File: src/rtl/ptmch_pkg.sv
// ---------------------------------------------------------------------------
// ptmch_pkg
// Shared definitions for the ptmch SPI link: master FSM state encoding,
// SPI mode constants (mode 0, MSB first) and default frame parameters
// shared by the master and the receiver.
// Ports: none (package).
// ---------------------------------------------------------------------------
package ptmch_pkg;

    // SPI master FSM states
    typedef enum logic [2:0] {
        ST_IDLE  = 3'd0,
        ST_SETUP = 3'd1,
        ST_SHIFT = 3'd2,
        ST_HOLD  = 3'd3,
        ST_GAP   = 3'd4
    } ptmch_spi_st_e;

    // SPI mode 0, MSB first
    localparam logic SPI_CPOL      = 1'b0;
    localparam logic SPI_CPHA      = 1'b0;
    localparam logic SPI_MSB_FIRST = 1'b1;

    // Default link parameters (16-bit words, 10 MHz SPI_CLK from 160 MHz)
    localparam int unsigned PTMCH_SPI_DW     = 16;
    localparam int unsigned PTMCH_SPI_CLKDIV = 8;
    localparam int unsigned PTMCH_SPI_CSGAP  = 4;

    // Larger of two unsigned values, used for counter sizing
    function automatic int unsigned umax(input int unsigned a, input int unsigned b);
        return (a > b) ? a : b;
    endfunction

endpackage

File: src/rtl/ptmch_spi_mst_if.sv
// ---------------------------------------------------------------------------
// ptmch_spi_mst_if
// Request/data handshake and SPI pins of the ptmch SPI master.
//   TX_REQ   request, accepted when TX_RDY=1
//   TX_DATA  word to send (P_DW bits)
//   TX_RDY   master idle
//   TX_DONE  one-cycle pulse at frame end
//   SPI_CS / SPI_CLK / SPI_MOSI  serial link (mode 0)
// Modports: master (the SPI block), slave (requester / link observer).
// ---------------------------------------------------------------------------
interface ptmch_spi_mst_if
    import ptmch_pkg::*;
#(
    parameter int unsigned P_DW = PTMCH_SPI_DW
);
    logic            TX_REQ;
    logic [P_DW-1:0] TX_DATA;
    logic            TX_RDY;
    logic            TX_DONE;
    logic            SPI_CS;
    logic            SPI_CLK;
    logic            SPI_MOSI;

    modport master (
        input  TX_REQ, TX_DATA,
        output TX_RDY, TX_DONE, SPI_CS, SPI_CLK, SPI_MOSI
    );

    modport slave (
        output TX_REQ, TX_DATA,
        input  TX_RDY, TX_DONE, SPI_CS, SPI_CLK, SPI_MOSI
    );
endinterface

File: src/rtl/ptmch_spi_tick.sv
// ---------------------------------------------------------------------------
// ptmch_spi_tick
// Loadable down-counter. Loading N makes tick_o high on the N-th cycle
// after the load edge, i.e. tick_o marks the last cycle of an N-cycle phase.
// The count parks at zero; it never wraps.
//   clk, rst_n   clock, async active-low reset
//   load_i       load load_val_i at the next edge
//   load_val_i   phase length in cycles (>=1)
//   tick_o       registered terminal-count tick
// ---------------------------------------------------------------------------
module ptmch_spi_tick #(
    parameter int unsigned P_W = 4
) (
    input  logic           clk,
    input  logic           rst_n,
    input  logic           load_i,
    input  logic [P_W-1:0] load_val_i,
    output logic           tick_o
);

    logic [P_W-1:0] cnt_q, cnt_d;
    logic           tick_q;

    // Next count: reload, else decrement down to zero and stay there
    always_comb begin
        cnt_d = cnt_q;
        if (load_i) begin
            cnt_d = load_val_i;
        end else if (cnt_q != '0) begin
            cnt_d = cnt_q - P_W'(1);
        end
    end

    // Tick is registered from the next count so it lines up with count==1
    always_ff @(posedge clk or negedge rst_n) begin
        if (!rst_n) begin
            cnt_q  <= '0;
            tick_q <= 1'b0;
        end else begin
            cnt_q  <= cnt_d;
            tick_q <= (cnt_d == P_W'(1));
        end
    end

    assign tick_o = tick_q;

endmodule

File: src/rtl/ptmch_spi_mst.sv
// ---------------------------------------------------------------------------
// ptmch_spi_mst
// SPI master (mode 0, MSB first, one word per CS frame) in the CLK160M
// domain. Frame: SETUP (CS low, P_CSGAP cycles), P_DW bits of SPI_CLK
// low/high for P_CLKDIV cycles each, HOLD (CS low, P_CSGAP cycles),
// GAP (CS high, P_CSGAP cycles, TX_DONE on its first cycle), then IDLE.
//   CLK160M   system clock
//   RESET_N   async active-low reset
//   bus       ptmch_spi_mst_if.master (TX_* handshake and SPI pins)
// ---------------------------------------------------------------------------
module ptmch_spi_mst
    import ptmch_pkg::*;
#(
    parameter int unsigned P_DW     = PTMCH_SPI_DW,
    parameter int unsigned P_CLKDIV = PTMCH_SPI_CLKDIV,
    parameter int unsigned P_CSGAP  = PTMCH_SPI_CSGAP
) (
    input  logic                   CLK160M,
    input  logic                   RESET_N,
    ptmch_spi_mst_if.master        bus
);

    localparam int unsigned PH_W = $clog2(umax(P_CLKDIV, P_CSGAP) + 1);
    localparam int unsigned BC_W = $clog2(P_DW + 1);

    if (P_DW == 0 || P_CLKDIV == 0 || P_CSGAP == 0) begin : g_param_chk
        $error("ptmch_spi_mst: P_DW, P_CLKDIV and P_CSGAP must all be >= 1");
    end

    if (SPI_CPOL != 1'b0 || SPI_CPHA != 1'b0 || SPI_MSB_FIRST != 1'b1) begin : g_mode_chk
        $error("ptmch_spi_mst: only mode 0, MSB first is implemented");
    end

    ptmch_spi_st_e   state_q, state_d;
    logic [P_DW-1:0] shreg_q, shreg_d;
    logic [BC_W-1:0] bcnt_q, bcnt_d;
    logic            cs_q, cs_d;
    logic            sclk_q, sclk_d;
    logic            mosi_q, mosi_d;
    logic            rdy_q, rdy_d;
    logic            done_q, done_d;

    logic            accept_c;
    logic            last_bit_c;
    logic            ld_c;
    logic [PH_W-1:0] ld_val_c;
    logic            tick;

    assign accept_c   = bus.TX_REQ && rdy_q;
    assign last_bit_c = (bcnt_q == BC_W'(1));

    // Phase timer for SETUP, SPI_CLK half periods, HOLD and GAP
    ptmch_spi_tick #(
        .P_W (PH_W)
    ) u_tick (
        .clk        (CLK160M),
        .rst_n      (RESET_N),
        .load_i     (ld_c),
        .load_val_i (ld_val_c),
        .tick_o     (tick)
    );

    // State register
    always_ff @(posedge CLK160M or negedge RESET_N) begin
        if (!RESET_N) begin
            state_q <= ST_IDLE;
        end else begin
            state_q <= state_d;
        end
    end

    // Next-state logic
    always_comb begin
        state_d = state_q;
        unique case (state_q)
            ST_IDLE:  if (accept_c)                    state_d = ST_SETUP;
            ST_SETUP: if (tick)                        state_d = ST_SHIFT;
            ST_SHIFT: if (tick && sclk_q && last_bit_c) state_d = ST_HOLD;
            ST_HOLD:  if (tick)                        state_d = ST_GAP;
            ST_GAP:   if (tick)                        state_d = ST_IDLE;
            default:                                   state_d = ST_IDLE;
        endcase
    end

    // Output / datapath next values; timer reloads at every phase boundary
    always_comb begin
        shreg_d  = shreg_q;
        bcnt_d   = bcnt_q;
        cs_d     = cs_q;
        sclk_d   = sclk_q;
        mosi_d   = mosi_q;
        rdy_d    = rdy_q;
        done_d   = 1'b0;
        ld_c     = 1'b0;
        ld_val_c = '0;
        unique case (state_q)
            ST_IDLE: begin
                if (accept_c) begin
                    shreg_d  = bus.TX_DATA;
                    bcnt_d   = BC_W'(P_DW);
                    cs_d     = 1'b0;
                    mosi_d   = bus.TX_DATA[P_DW-1];
                    rdy_d    = 1'b0;
                    ld_c     = 1'b1;
                    ld_val_c = PH_W'(P_CSGAP);
                end
            end
            ST_SETUP: begin
                if (tick) begin
                    sclk_d   = SPI_CPOL;
                    ld_c     = 1'b1;
                    ld_val_c = PH_W'(P_CLKDIV);
                end
            end
            ST_SHIFT: begin
                if (tick) begin
                    ld_c     = 1'b1;
                    ld_val_c = PH_W'(P_CLKDIV);
                    if (!sclk_q) begin
                        sclk_d = 1'b1;
                    end else begin
                        sclk_d = 1'b0;
                        if (last_bit_c) begin
                            // MOSI keeps the last bit through HOLD
                            ld_val_c = PH_W'(P_CSGAP);
                        end else begin
                            shreg_d = shreg_q << 1;
                            mosi_d  = shreg_d[P_DW-1];
                            bcnt_d  = bcnt_q - BC_W'(1);
                        end
                    end
                end
            end
            ST_HOLD: begin
                if (tick) begin
                    cs_d     = 1'b1;
                    mosi_d   = 1'b0;
                    done_d   = 1'b1;
                    ld_c     = 1'b1;
                    ld_val_c = PH_W'(P_CSGAP);
                end
            end
            ST_GAP: begin
                if (tick) begin
                    rdy_d = 1'b1;
                end
            end
            default: begin
                cs_d   = 1'b1;
                sclk_d = SPI_CPOL;
                mosi_d = 1'b0;
                rdy_d  = 1'b1;
            end
        endcase
    end

    // Datapath and output registers
    always_ff @(posedge CLK160M or negedge RESET_N) begin
        if (!RESET_N) begin
            shreg_q <= '0;
            bcnt_q  <= '0;
            cs_q    <= 1'b1;
            sclk_q  <= SPI_CPOL;
            mosi_q  <= 1'b0;
            rdy_q   <= 1'b1;
            done_q  <= 1'b0;
        end else begin
            shreg_q <= shreg_d;
            bcnt_q  <= bcnt_d;
            cs_q    <= cs_d;
            sclk_q  <= sclk_d;
            mosi_q  <= mosi_d;
            rdy_q   <= rdy_d;
            done_q  <= done_d;
        end
    end

    assign bus.SPI_CS   = cs_q;
    assign bus.SPI_CLK  = sclk_q;
    assign bus.SPI_MOSI = mosi_q;
    assign bus.TX_RDY   = rdy_q;
    assign bus.TX_DONE  = done_q;

endmodule

File: src/flat_wrapper.sv
// flat-port wrapper written by rule: the top's interface ports become plain ports
module ptmch_spi_mst_flat import ptmch_pkg::*;
#(
    parameter int unsigned P_DW     = PTMCH_SPI_DW,
    parameter int unsigned P_CLKDIV = PTMCH_SPI_CLKDIV,
    parameter int unsigned P_CSGAP  = PTMCH_SPI_CSGAP
)
  (CLK160M, RESET_N, bus_TX_REQ, bus_TX_DATA, bus_TX_RDY, bus_TX_DONE, bus_SPI_CS, bus_SPI_CLK, bus_SPI_MOSI);
  ptmch_spi_mst_if #(.P_DW(P_DW)) bus_i ();
  input  logic CLK160M;
  input  logic RESET_N;
  input wire logic [$bits(bus_i.TX_REQ)-1:0] bus_TX_REQ;
  input wire logic [$bits(bus_i.TX_DATA)-1:0] bus_TX_DATA;
  output wire logic [$bits(bus_i.TX_RDY)-1:0] bus_TX_RDY;
  output wire logic [$bits(bus_i.TX_DONE)-1:0] bus_TX_DONE;
  output wire logic [$bits(bus_i.SPI_CS)-1:0] bus_SPI_CS;
  output wire logic [$bits(bus_i.SPI_CLK)-1:0] bus_SPI_CLK;
  output wire logic [$bits(bus_i.SPI_MOSI)-1:0] bus_SPI_MOSI;
  assign bus_i.TX_REQ = bus_TX_REQ;
  assign bus_i.TX_DATA = bus_TX_DATA;
  assign bus_TX_RDY = bus_i.TX_RDY;
  assign bus_TX_DONE = bus_i.TX_DONE;
  assign bus_SPI_CS = bus_i.SPI_CS;
  assign bus_SPI_CLK = bus_i.SPI_CLK;
  assign bus_SPI_MOSI = bus_i.SPI_MOSI;
  ptmch_spi_mst #(.P_DW(P_DW), .P_CLKDIV(P_CLKDIV), .P_CSGAP(P_CSGAP)) u_core (.CLK160M(CLK160M), .RESET_N(RESET_N), .bus(bus_i));
endmodule
File: config.mk
export PLATFORM = sky130hd
export DESIGN_NAME = ptmch_spi_mst_flat
export DESIGN_NICKNAME = d
export VERILOG_FILES = /design/src/rtl/ptmch_pkg.sv /design/src/rtl/ptmch_spi_mst_if.sv /design/src/rtl/ptmch_spi_tick.sv /design/src/rtl/ptmch_spi_mst.sv /design/src/flat_wrapper.sv
export SDC_FILE = /design/constraint.sdc
export NUM_CORES = 1
export LEC_CHECK = 0
export ABC_AREA = 0
export CORE_UTILIZATION = 35
export CTS_BUF_LIST = sky130_fd_sc_hd__clkbuf_4 sky130_fd_sc_hd__clkbuf_8 sky130_fd_sc_hd__clkbuf_16
export CTS_CLUSTER_DIAMETER = 100
export DETAILED_ROUTE_END_ITERATION = 12
export GPL_TIMING_DRIVEN = 1
export PLACE_DENSITY = 0.62
export SYNTH_ARGS = -nofsm -noshare
export SYNTH_HDL_FRONTEND = slang
export SYNTH_SLANG_ARGS = --single-unit
File: constraint.sdc
create_clock -name CLK160M -period 1.8 [get_ports CLK160M]
set_input_delay 0.36 -clock CLK160M [delete_from_list [all_inputs] [get_ports CLK160M]]
set_output_delay 0.36 -clock CLK160M [all_outputs]
set_load 0.005 [all_outputs]
* After elaboration in Yosys (flattened, before gate mapping)
Cells that the tools add are included.
Word-level totals: bits in registers 33, input bits 19, word-level logic and storage cells 88
Operators by class: add/subtract/negate cells 2, equal/unequal tests 14, multiplexer cells 42, bitwise logic cells 4, reductions and logical operators 16
Operator list (count):
- $mux W15 | 4
- $pmux W15 S2 | 1
- $mux W4 | 6
- $mux W3 | 7
- $mux W5 | 4
- $pmux W4 S4 | 1
- $pmux W3 S5 | 1
- $mux W1 | 12
- $ne A2 B2 Y1 const B | 5
- $pmux W5 S2 | 1
- $reduce_and A5 Y1 | 2
- $pmux W1 S3 | 3
- $reduce_and A3 Y1 | 3
- $reduce_or A3 Y1 | 3
- $eq A3 B2 Y1 const B | 2
- $ne A2 B1 Y1 const B | 3
- $reduce_and A6 Y1 | 1
- $eq A5 B1 Y1 const B | 1
- $sub A5 B1 Y5 const B | 1
- $eq A4 B1 Y1 const B | 1
- $not A1 Y1 | 4
- $pmux W1 S4 | 1
- $reduce_bool A4 Y1 | 1
- $sub A4 B1 Y4 const B | 1
- other kinds (7) | 9

* Logic depth before layout (Yosys ltp)
Gate-level depths: netlist of run 1.
word-level depth 7, depth in mapped cells 7, mapped depth without buffers 6

* Modules after synthesis
Synthesis of run 1 repeated with hierarchy kept, for this count alone.
Second synthesis, totals: cell total of the unflattened synthesis 166, area, all modules 1844.3 um^2
By module, submodules not included:
- ptmch_spi_mst | instances 1, cells each 141, area an instance 1562.7 um^2, sequential area each 703.2 um^2
- ptmch_spi_tick | instances 1, cells each 25, area an instance 281.5 um^2, sequential area each 125.1 um^2

* Worst setup path after synthesis of run 1
No wires, ideal clock.
path kind reg2reg, start register u_core.bcnt_q[1], end register u_core.bcnt_q[0], library setup time 0.125 ns, arrival time 1.480 ns, required time 1.675 ns, path slack 0.195 ns, cell stages (with the launch flop) 7, clock period less this slack 1.605 ns, cell sequence dfrtp_1 -> inv_1 -> ha_1 -> nor4b_4 -> o22ai_4 -> nand2_1 -> mux2_2
Between the ends: longest elaborated chain between the ends 3
RTL lines:
- start: declaration | line ptmch_spi_mst.sv:36 | logic [BC_W-1:0] bcnt_q, bcnt_d;
- start signal: assignment | line ptmch_spi_mst.sv:169 | bcnt_q <= bcnt_d;
- $eq A5 B1 Y1 | line ptmch_spi_mst.sv:50 | assign last_bit_c = (bcnt_q == BC_W'(1));
- $ne A2 B2 Y1 (no source line)
- $reduce_and A5 Y1 (no source line)
Every way passes these cells. A chain may end at the register's enable or synchronous reset.

* Worst setup path in the final report of run 1
start register u_core.rdy_q (netlist: u_core.bus.TX_RDY), end output port bus_TX_RDY
RTL lines:
- start: declaration | line ptmch_spi_mst.sv:40 | logic rdy_q, rdy_d;
- start signal: assignment | line ptmch_spi_mst.sv:173 | rdy_q <= rdy_d;
- end: declaration | line flat_wrapper.sv:14 | output wire logic [$bits(bus_i.TX_RDY)-1:0] bus_TX_RDY;
No word-level cell between the ends.

==> metrics.txt, run 1 <==
Combinational Power Share=43.9%; vias in the first global route=1,375; Sw Pwr=0.001303 W; Clock power frac=16.2%; commonest non-fill, non-tap cell in the layout=nand2_1; Row Count=25; largest net degree at the start of global routing=34; Synth area leaders=dfrtp_1 (43%), nand2_1 (7.8%), a41oi_1 (6.4%); CP Cell Sequence=clkdlybuf4s50_1; Initial DRT Pass Iterations=4; Worst-Skew Late Latency=0.28 ns; critical path endpoint category=output port; Startpoint Class=flop; Finished Layout Cells=299; most frequent cells in the layout=nand2_1 (36), dfrtp_1 (31), clkdlybuf4s50_1 (23); die height=73.53 µm; R2R Setup Slk=0.09 ns; Mapped Nets=216; Pwr Density=1451 nW/µm²; Async SR Flop Fraction=100.0%; worst min path class=in2async; Crit path arrival time=1.37 ns; n_diodes=0; via-per-instance ratio=5.087; Hold Violations, Final=0; total of max-cap violations=0; clock tree root driver cell=clkbuf_8; hold_buf cts=0; Reg-to-Reg End=u_core.bcnt_q[1]; Worst Skew=0.006046 ns; Register-to-Register Path Depth=6; clk slew on worst S/H paths=0.07 ns; initial DRC count=71; Power Total=0.003361 W; setup TNS=0 ns; CP Depth=1; initial antenna violation count=0; register area share after synthesis=46.26%; Rel. slew slack=73.35%; Routed WL per cell=12.70 µm; RSZ-0062 raised after global routing=true; status=finished clean; Tightest Pin Transition=0.3981 ns; Longest Clk Path Bufs=2; GPL Wtd Cong=0.7684; Leak=0.9682 nW; Post-Place Cells=289; maximum vdd ir drop=745.5 µV; Slowest-stage cell, CP=dfstp_2; input/output buffers=23; Routed WL=3796 µm; Num CTS Buffers=5; Unique masters post-synth=46; TritonCTS sink count=33; hpwl dp=2724 µm; DRC Markers=0; global-route wire length before repair=6465 µm; Net Sw Frac=38.76%; Seq pwr share=40.0%; Synth top area share=43.33%; Die X-Extent=73.53 µm; Syn-to-layout area delta=29.35%; FF-to-FF Start=u_core.bcnt_q[1]; Worst path top cell family by delay=flip-flops; CP max FO=6; Worst Path Buf+Inv=1; Ports=24; Cells after Synth=194; final setup fails=0; P_int=0.002058 W; nets@finish=253; Yosys top cell by area=dfrtp_1; FF+latch count, synth=33; FMAX=579.1 MHz; Mapped Area=1790 µm²; antenna-violating nets left=0; mean post-synth cell area=9.229 µm²; CORE AREA=4817 µm²; H-tree levels=2; Post-synth EDFFs=0; gr ovfl total=0; Final min period=1.727 ns; Crit path required time=1.44 ns; Post-synth top flop=dfrtp_1; layout cells sized above 1=18.97%; Slew Limit Fails=0; routed via count=1,521; period utilization=95.94%; CP max stage delay=0.58 ns; CTS tree=done; worst setup path category=reg2out; Die ar.=5406 µm²; synth warn=0; total track usage=16.01%; Starting Density=37.17%
cells in the mapped netlist, types with 2 or more instances:
library cell / n
inv_1: 8
buf_2: 5
nor2_1: 13
a41oi_1: 13
a211oi_1: 3
mux2i_1: 2
o21ai_0: 8
nand2_1: 37
nor2b_1: 3
ha_1: 3
and2_1: 2
or3_1: 3
nor3_1: 4
clkbuf_1: 4
mux2_2: 2
nand3_1: 3
dfstp_2: 2
a21oi_1: 21
dfrtp_1: 31
area by class of cell:
class / instances / area, µm²
fillers: 503 / 2501
inverters: 8 / 30.03
clock buffers: 6 / 76.32
repair buffers: 42 / 397.9
well taps: 67 / 83.83
flip-flops and latches: 33 / 828.3
multi-input cells: 141 / 889.6
clock inverters: 2 / 10.01
logic make-up after synthesis:
| family | count (synthesis) | synth area share, % |
|---|---|---|
| adder cells (fa/ha/maj) | 3 | 2.097 |
| AND/OR/NAND/NOR | 76 | 21.59 |
| multiplexers | 4 | 2.376 |
| flip-flops | 33 | 46.26 |
| buffers and inverters | 20 | 4.821 |
| XOR/XNOR | 2 | 0.9785 |
| AO/OA/AOI/OAI | 56 | 21.87 |
what timing repair did:
action                                  in CTS  in global routing
resized for setup                            0                  5
setup buffers                                0                  2
endpoints found under the setup margin       0                  5
routing by layer:
layer | vias up | share of wire, % | GRT usage (%)
met5 | - | 0 | 0
met2 | 19 | 45 | 22.53
met1 | 724 | 51 | 23.26
li1 | 772 | - | -
met4 | 0 | 1.3 | 6.410
met3 | 6 | 2.8 | 4.115
power groups by stage:
stage                     logic (W)  clock network [W]  registers, W
after CTS                   0.00146           0.000567       0.00134
after floorplan             0.00107                  0       0.00126
after global placement      0.00144                  0       0.00134
final                       0.00147           0.000544       0.00134
after detailed placement    0.00146                  0       0.00135
after global routing        0.00167           0.000601       0.00139
through the flow:
| step | area [µm²] | utilization (%) | hold WS (ns) | worst slack [ns] |
|---|---|---|---|---|
| after floorplan | 1790 | - | 0.06441 | 0.1953 |
| after global placement | 2201 | 45.69 | 0.4917 | -0.09369 |
| after detailed placement | 2201 | 45.69 | 0.5038 | -0.1024 |
| after CTS | 2287 | 47.48 | 0.4566 | 0.01987 |
| after global routing | 2316 | 48.08 | 0.4530 | -0.02594 |
| final | 2316 | 48.08 | 0.4494 | 0.07312 |
worst max-delay path by stage:
stage	from	to	slack, ns
floorplan	u_core.bcnt_q[1]	u_core.bcnt_q[0]	0.20
global placement	bus_TX_REQ	u_core.bcnt_q[3]	-0.09
detailed placement	bus_TX_REQ	u_core.bcnt_q[3]	-0.10
CTS	u_core.bcnt_q[1]	u_core.bcnt_q[1]	0.02
global route	u_core.bcnt_q[1]	u_core.bus.SPI_MOSI	-0.03
finish	u_core.bus.TX_RDY	bus_TX_RDY	0.07
sequential cells by signal, indices dropped and copies added, names as in the netlist:
register	count
u_core.bus.TX_RDY	1
u_core.bus.SPI_MOSI	1
u_core.bus.SPI_CLK	1
u_core.bus.TX_DONE	1
u_core.bus.SPI_CS	1
u_core.shreg_q	15
u_core.u_tick.cnt_q	4
u_core.bcnt_q	5
u_core.u_tick.tick_o	1
u_core.state_q	3
(Power assumes the default switching activity.)
==> run 2, diff against run 1 <==
- CORE_UTILIZATION: 35 -> 54
- PLACE_DENSITY: 0.62 -> 0.86
==> run 2 against run 1 <==
- count of clock-buffer cells in the layout up 2
- largest power group unchanged
- clock power decreased by 14%
- routed wire length is 8.6% higher
- critical path type unchanged
- fmax is 0.54% lower
- setup slack got worse by 0.0093 ns
- critical endpoint unchanged
- final area down 4.2%
- sequential cell count stayed put
- critical path depth did not move
- via count increased by 3.0%
- register-to-register slack worse by 0.02 ns
==> metrics.txt, run 2 (synthesized netlist as in run 1, its figures left out) <==
Regs by FF count=u_core.shreg_q x15, u_core.bcnt_q x5, u_core.u_tick.cnt_q x4 (unchanged); largest net degree at the start of global routing=34 (unchanged); input/output buffers=23 (unchanged); GPL Wtd Cong=0.8013 (was 0.7684); Finished Layout Cells=271 (was 299); Crit path required time=1.44 ns (about the same); worst min path class=in2async (unchanged); Worst-Skew Late Latency=0.33 ns (was 0.28 ns); Worst Skew=0.006766 ns (was 0.006046 ns); total of max-cap violations=0 (unchanged); CTS tree=done (unchanged); Ports=24 (unchanged); Starting Density=57.70% (was 37.17%); Syn-to-layout area delta=23.97% (was 29.35%); Routed WL=4121 µm (was 3796 µm); initial antenna violation count=0 (unchanged); Die X-Extent=59.58 µm (was 73.53 µm); RSZ-0062 raised after global routing=true (unchanged); FMAX=576.0 MHz (was 579.1 MHz); Worst Path Buf+Inv=1 (unchanged); Post-Place Cells=261 (was 289); fillcell total=234 (was 503); Hold Violations, Final=0 (unchanged); Largest register FFs=15 (unchanged); CP max stage delay=0.55 ns (was 0.58 ns); clk slew on worst S/H paths=0.10 ns (was 0.07 ns); Crit path arrival time=1.38 ns (was 1.37 ns); nets@finish=248 (was 253); Slowest-stage cell, CP=dfstp_2 (unchanged); maximum vdd ir drop=839.6 µV (was 745.5 µV); DRC Markers=0 (unchanged); global-route wire length before repair=6624 µm (was 6465 µm); hpwl dp=2924 µm (was 2724 µm); most frequent cells in the layout=nand2_1 (35), dfrtp_1 (31), clkdlybuf4s50_1 (22) (was nand2_1 (36), dfrtp_1 (31), clkdlybuf4s50_1 (23)); worst setup path category=reg2out (unchanged); clock tree root driver cell=clkbuf_4 (was clkbuf_8); routed via count=1,566 (was 1,521); Register-to-Register Path Depth=6 (unchanged); Final min period=1.736 ns (was 1.727 ns); area taken by flip-flops and latches=828.3 µm² (unchanged); R2R Setup Slk=0.07 ns (was 0.09 ns); total track usage=26.00% (was 16.01%); CORE AREA=3103 µm² (was 4817 µm²); Worst path top cell family by delay=flip-flops (unchanged); Row Count=20 (was 25); TritonCTS sink count=33 (unchanged); status=finished clean (unchanged); via-per-instance ratio=5.779 (was 5.087); layout cells sized above 1=16.74% (was 18.97%); commonest non-fill, non-tap cell in the layout=nand2_1 (unchanged); die height=59.58 µm (was 73.53 µm); Slew Limit Fails=0 (unchanged); gr ovfl total=0 (unchanged); H-tree levels=2 (unchanged); slack of the critical path=0.06378 ns (was 0.07312 ns); Tightest Pin Transition=0.4248 ns (was 0.3981 ns); FF-to-FF Start=u_core.bcnt_q[1] (unchanged); CP Cell Sequence=clkdlybuf4s50_1 (unchanged); vias in the first global route=1,436 (was 1,375); Die ar.=3550 µm² (was 5406 µm²); Pwr Density=1485 nW/µm² (was 1451 nW/µm²); period utilization=96.46% (was 95.94%); Num CTS Buffers=5 (unchanged); Power Total=0.003295 W (was 0.003361 W); Longest Clk Path Bufs=2 (unchanged); Routed WL per cell=15.21 µm (was 12.70 µm); DP Worst Slack=-0.1205 ns (was -0.1024 ns); CP max FO=2 (was 6); Reg-to-Reg End=u_core.bus.SPI_MOSI (was u_core.bcnt_q[1]); Initial DRT Pass Iterations=4 (unchanged); antenna-violating nets left=0 (unchanged); Leak=0.9500 nW (was 0.9682 nW); initial DRC count=55 (was 71); multi-input logic area=889.6 µm² (unchanged); n_diodes=0 (unchanged); final setup fails=0 (unchanged); critical path endpoint category=output port (unchanged); Reg with most FFs=u_core.shreg_q (unchanged); Rel. slew slack=71.68% (was 73.35%); Startpoint Class=flop (unchanged); Util after Layout=71.53% (was 48.08%)
[run 2: cell types whose count changed in the layout (fill, tap and decap cells not counted), sizes merged]
cell           previous run  this run
buf                      19        14
clkbuf                    6         8
clkinv                    2         0
clkdlybuf4s50            23        22
dlymetal6s2s              0         1
[run 2: how the worst max path moves through the flow]
| stage | start | endpoint | slack [ns] | cells past startpoint |
|---|---|---|---|---|
| 3_5_place_dp | bus_TX_REQ | u_core.bcnt_q[3] | -0.12 | 5 |
| 5_1_grt | u_core.bcnt_q[1] | u_core.bus.SPI_MOSI | -0.03 | 6 |
| 4_1_cts | u_core.bus.SPI_CS | bus_SPI_CS | 0.03 | 1 |
| 6_report | u_core.bus.TX_RDY | bus_TX_RDY | 0.06 | 1 |
| 3_3_place_gp | bus_TX_REQ | u_core.bcnt_q[3] | -0.05 | 5 |
| 2_1_floorplan | u_core.bcnt_q[1] | u_core.bcnt_q[0] | 0.20 | 6 |
[run 2: metrics by stage]
step                      TNS (ns)  area [µm²]  hold WS, ns
after global routing      -0.03523        2220       0.4511
after floorplan                  0        1790      0.06441
after CTS                        0        2196       0.4226
final                            0        2220       0.4086
after detailed placement   -0.3155        2122       0.4880
after global placement    -0.09044        2122       0.4990
[run 2: cell type report]
class	instances	area share (%)
inverter	8	1.353
clock buffer	8	2.988
tap	44	2.480
multi-input combinational	141	40.08
timing repair buffer	37	15.78
sequential	33	37.32
[run 2: routing by layer]
| metal | share of wire, % | wire (µm) | global-route usage, % |
|---|---|---|---|
| met5 | 0 | 0 | 0 |
| met4 | 2.9 | 118 | 10.96 |
| met3 | 3.2 | 133 | 6.987 |
| met2 | 50 | 2042 | 42.05 |
| met1 | 44 | 1826 | 32.91 |
[run 2: what timing repair did]
item                       4_1_cts  5_1_grt
hold buffers                     0        0
buffers inserted                 1        1
pin swaps                        0        1
setup endpoints to repair        1        5
resized for setup                0        5
[run 2: power by group]
part | switching, W | total (W) | internal (W)
sequential | 0.000291 | 0.00135 | 0.00106
combinational | 0.000800 | 0.00148 | 0.000679
clock | 0.000244 | 0.000466 | 0.000223
==> run 3, diff against run 2 <==
- CORE_UTILIZATION: 54 -> 55
- DONT_BUFFER_PORTS: default -> 1
- PLACE_DENSITY: 0.86 -> 0.77
==> run 3 against run 2 <==
- global-route usage is 0.44 points lower
- die area is 1.8% lower
- utilization is 6.4 points lower
- critical path type is now reg2reg
- critical endpoint is now u_core.bus.SPI_MOSI
- largest cell class unchanged
==> metrics.txt, run 3 (synthesized netlist as in run 1, its figures left out) <==
status=finished clean (unchanged); CP max FO=4 (was 2); most frequent cells in the layout=nand2_1 (36), dfrtp_1 (30), a21oi_1 (21) (was nand2_1 (35), dfrtp_1 (31), clkdlybuf4s50_1 (22)); total of max-cap violations=0 (unchanged); Util after Layout=65.12% (was 71.53%); Power Total=0.003215 W (was 0.003295 W); Seq pwr share=42.8% (was 41.0%); Tightest Pin Transition=0.4820 ns (was 0.4248 ns); worst setup path category=reg2reg (was reg2out); Pwr Density=1604 nW/µm² (was 1485 nW/µm²); Slew Limit Fails=0 (unchanged); slack of the critical path=0.1184 ns (was 0.06378 ns); Final min period=1.682 ns (was 1.736 ns); P_int=0.001899 W (was 0.001961 W); Reg-to-Reg End=u_core.bus.SPI_MOSI (unchanged); H-tree levels=2 (unchanged); Finished Layout Cells=248 (was 271); global-route wire length before repair=6417 µm (was 6624 µm); Starting Density=58.17% (was 57.70%); Register-to-Register Path Depth=6 (unchanged); DP Worst Slack=0.06543 ns (was -0.1205 ns); Row Count=20 (unchanged); Reg with most FFs=u_core.shreg_q (unchanged); n_diodes=0 (unchanged); met2 Usage GRT=41.72% (was 42.05%); CP Cell Sequence=inv_2, ha_4, nor4b_4, nor3_2, a221o_1, a32o_1 (was clkdlybuf4s50_1); Slowest-stage cell, CP=dfrtp_1 (was dfstp_2); vias in the first global route=1,420 (was 1,436); Clock power frac=14.4% (was 14.2%); maximum vdd ir drop=753.2 µV (was 839.6 µV); GR Util met3=6.987% (unchanged); CP max stage delay=0.42 ns (was 0.55 ns); Ports=24 (unchanged); Leak=0.8499 nW (was 0.9500 nW); commonest non-fill, non-tap cell in the layout=nand2_1 (unchanged); Regs by FF count=u_core.shreg_q x15, u_core.bcnt_q x5, u_core.u_tick.cnt_q x4 (unchanged); Hold Violations, Final=0 (unchanged); R2R Setup Slk=0.12 ns (was 0.07 ns); Initial DRT Pass Iterations=5 (was 4); antenna-violating nets left=0 (unchanged); initial antenna violation count=0 (unchanged); period utilization=93.42% (was 96.46%); Combinational Power Share=42.7% (was 44.9%); nets@finish=225 (was 248); Largest register FFs=15 (unchanged); Worst-Skew Late Latency=0.34 ns (was 0.33 ns); GPL Wtd Cong=0.8247 (was 0.8013); initial DRC count=72 (was 55); CORE AREA=3078 µm² (was 3103 µm²); Rel. slew slack=67.79% (was 71.68%); Crit path required time=2.04 ns (was 1.44 ns); CP startpoint=u_core.bcnt_q[1] (was u_core.bus.TX_RDY); Sw Pwr=0.001315 W (was 0.001335 W); critical path endpoint category=flop (was output port); Post-Place Cells=237 (was 261); total track usage=25.56% (was 26.00%); die height=59.06 µm (was 59.58 µm); hpwl dp=2699 µm (was 2924 µm); TritonCTS sink count=33 (unchanged); FMAX=594.7 MHz (was 576.0 MHz); Routed WL=3981 µm (was 4121 µm); final setup fails=0 (unchanged); crit path to=u_core.bus.SPI_MOSI (was bus_TX_RDY); clock tree root driver cell=clkbuf_4 (unchanged); DRC Markers=0 (unchanged); Die ar.=3487 µm² (was 3550 µm²); routed via count=1,512 (was 1,566); layout cells sized above 1=18.63% (was 16.74%); gr ovfl total=0 (unchanged); via-per-instance ratio=6.097 (was 5.779); clk slew on worst S/H paths=0.10 ns (about the same); Startpoint Class=flop (unchanged); largest net degree at the start of global routing=34 (unchanged); Longest Clk Path Bufs=2 (unchanged); Crit path arrival time=1.92 ns (was 1.38 ns); Die X-Extent=59.06 µm (was 59.58 µm); Worst Skew=0.01097 ns (was 0.006766 ns); Routed WL per cell=16.05 µm (was 15.21 µm); Net Sw Frac=40.92% (was 40.50%); CTS tree=done (unchanged); Syn-to-layout area delta=11.95% (was 23.97%); Num CTS Buffers=5 (unchanged); input/output buffers=0 (was 23); worst min path class=in2reg (was in2async); met1 Use GR=31.56% (was 32.91%); Most Crowded Layer GR=met2 (unchanged); FF-to-FF Start=u_core.bcnt_q[1] (unchanged)
[run 3: cell count changes in the layout (fill, tap and decap cells not counted), sizes merged]
cell	previous run	this run
clkdlybuf4s50	22	0
dlymetal6s2s	1	0
dlygate4sd3	0	1
buf	14	13
[run 3: through the flow]
stage                     setup TNS (ns)  cell area [µm²]  hold WS [ns]
final                                  0             2004        0.1716
after global routing           -0.007933             2004        0.1520
after CTS                              0             1968        0.1642
after detailed placement               0             1872       0.06516
after global placement                 0             1872       0.06518
after floorplan                        0             1790       0.06441
[run 3: timing repair]
item | in CTS | in global routing
resized for setup | 0 | 8
setup endpoints to repair | 0 | 16
hold endpoints to repair | 33 | 0
buffers inserted | 0 | 1
hold buffers | 2 | 0
[run 3: final cells by class]
cell class / count / area (µm²)
inverter: 8 / 30.03
tap: 44 / 55.05
timing repair buffer: 14 / 127.6
sequential: 33 / 829.5
multi-input combinational: 141 / 895.9
fill: 259 / 1074
clock buffer: 8 / 66.31
[run 3: power by group through the flow]
stage / clock, W / sequential (W) / combinational (W)
finish: 0.000464 / 0.00138 / 0.00137
global route: 0.000513 / 0.00142 / 0.00155
CTS: 0.000477 / 0.00136 / 0.00134
detailed placement: 0 / 0.00138 / 0.00130
global placement: 0 / 0.00135 / 0.00122
floorplan: 0 / 0.00126 / 0.00107
[run 3: how the worst min path moves through the flow]
| stage | end | depth (start not counted) | startpoint | slack (ns) |
|---|---|---|---|---|
| 4_1_cts | u_core.shreg_q[0] | 1 | bus_TX_DATA[0] | 0.16 |
| 3_5_place_dp | u_core.bcnt_q[3] | 0 | RESET_N | 0.07 |
| 2_1_floorplan | u_core.bcnt_q[0] | 0 | RESET_N | 0.06 |
| 6_report | u_core.shreg_q[0] | 1 | bus_TX_DATA[0] | 0.17 |
| 3_3_place_gp | u_core.bcnt_q[2] | 0 | RESET_N | 0.07 |
| 5_1_grt | u_core.shreg_q[0] | 1 | bus_TX_DATA[0] | 0.15 |
[run 3: critical path: cells and delay by family (launching register included)]
kind | cells | cell delay, ns
compound gates | 2 | 0.52
fa+ha+maj | 1 | 0.12
buf+inv | 1 | 0.09
flops | 1 | 0.42
simple gates | 2 | 0.43
[run 3: metal layers]
| metal | vias up | wire [µm] |
|---|---|---|
| met3 | 9 | 157 |
| li1 | 723 | - |
| met2 | 37 | 2018 |
| met4 | 0 | 82 |
| met5 | - | 0 |
| met1 | 743 | 1723 |
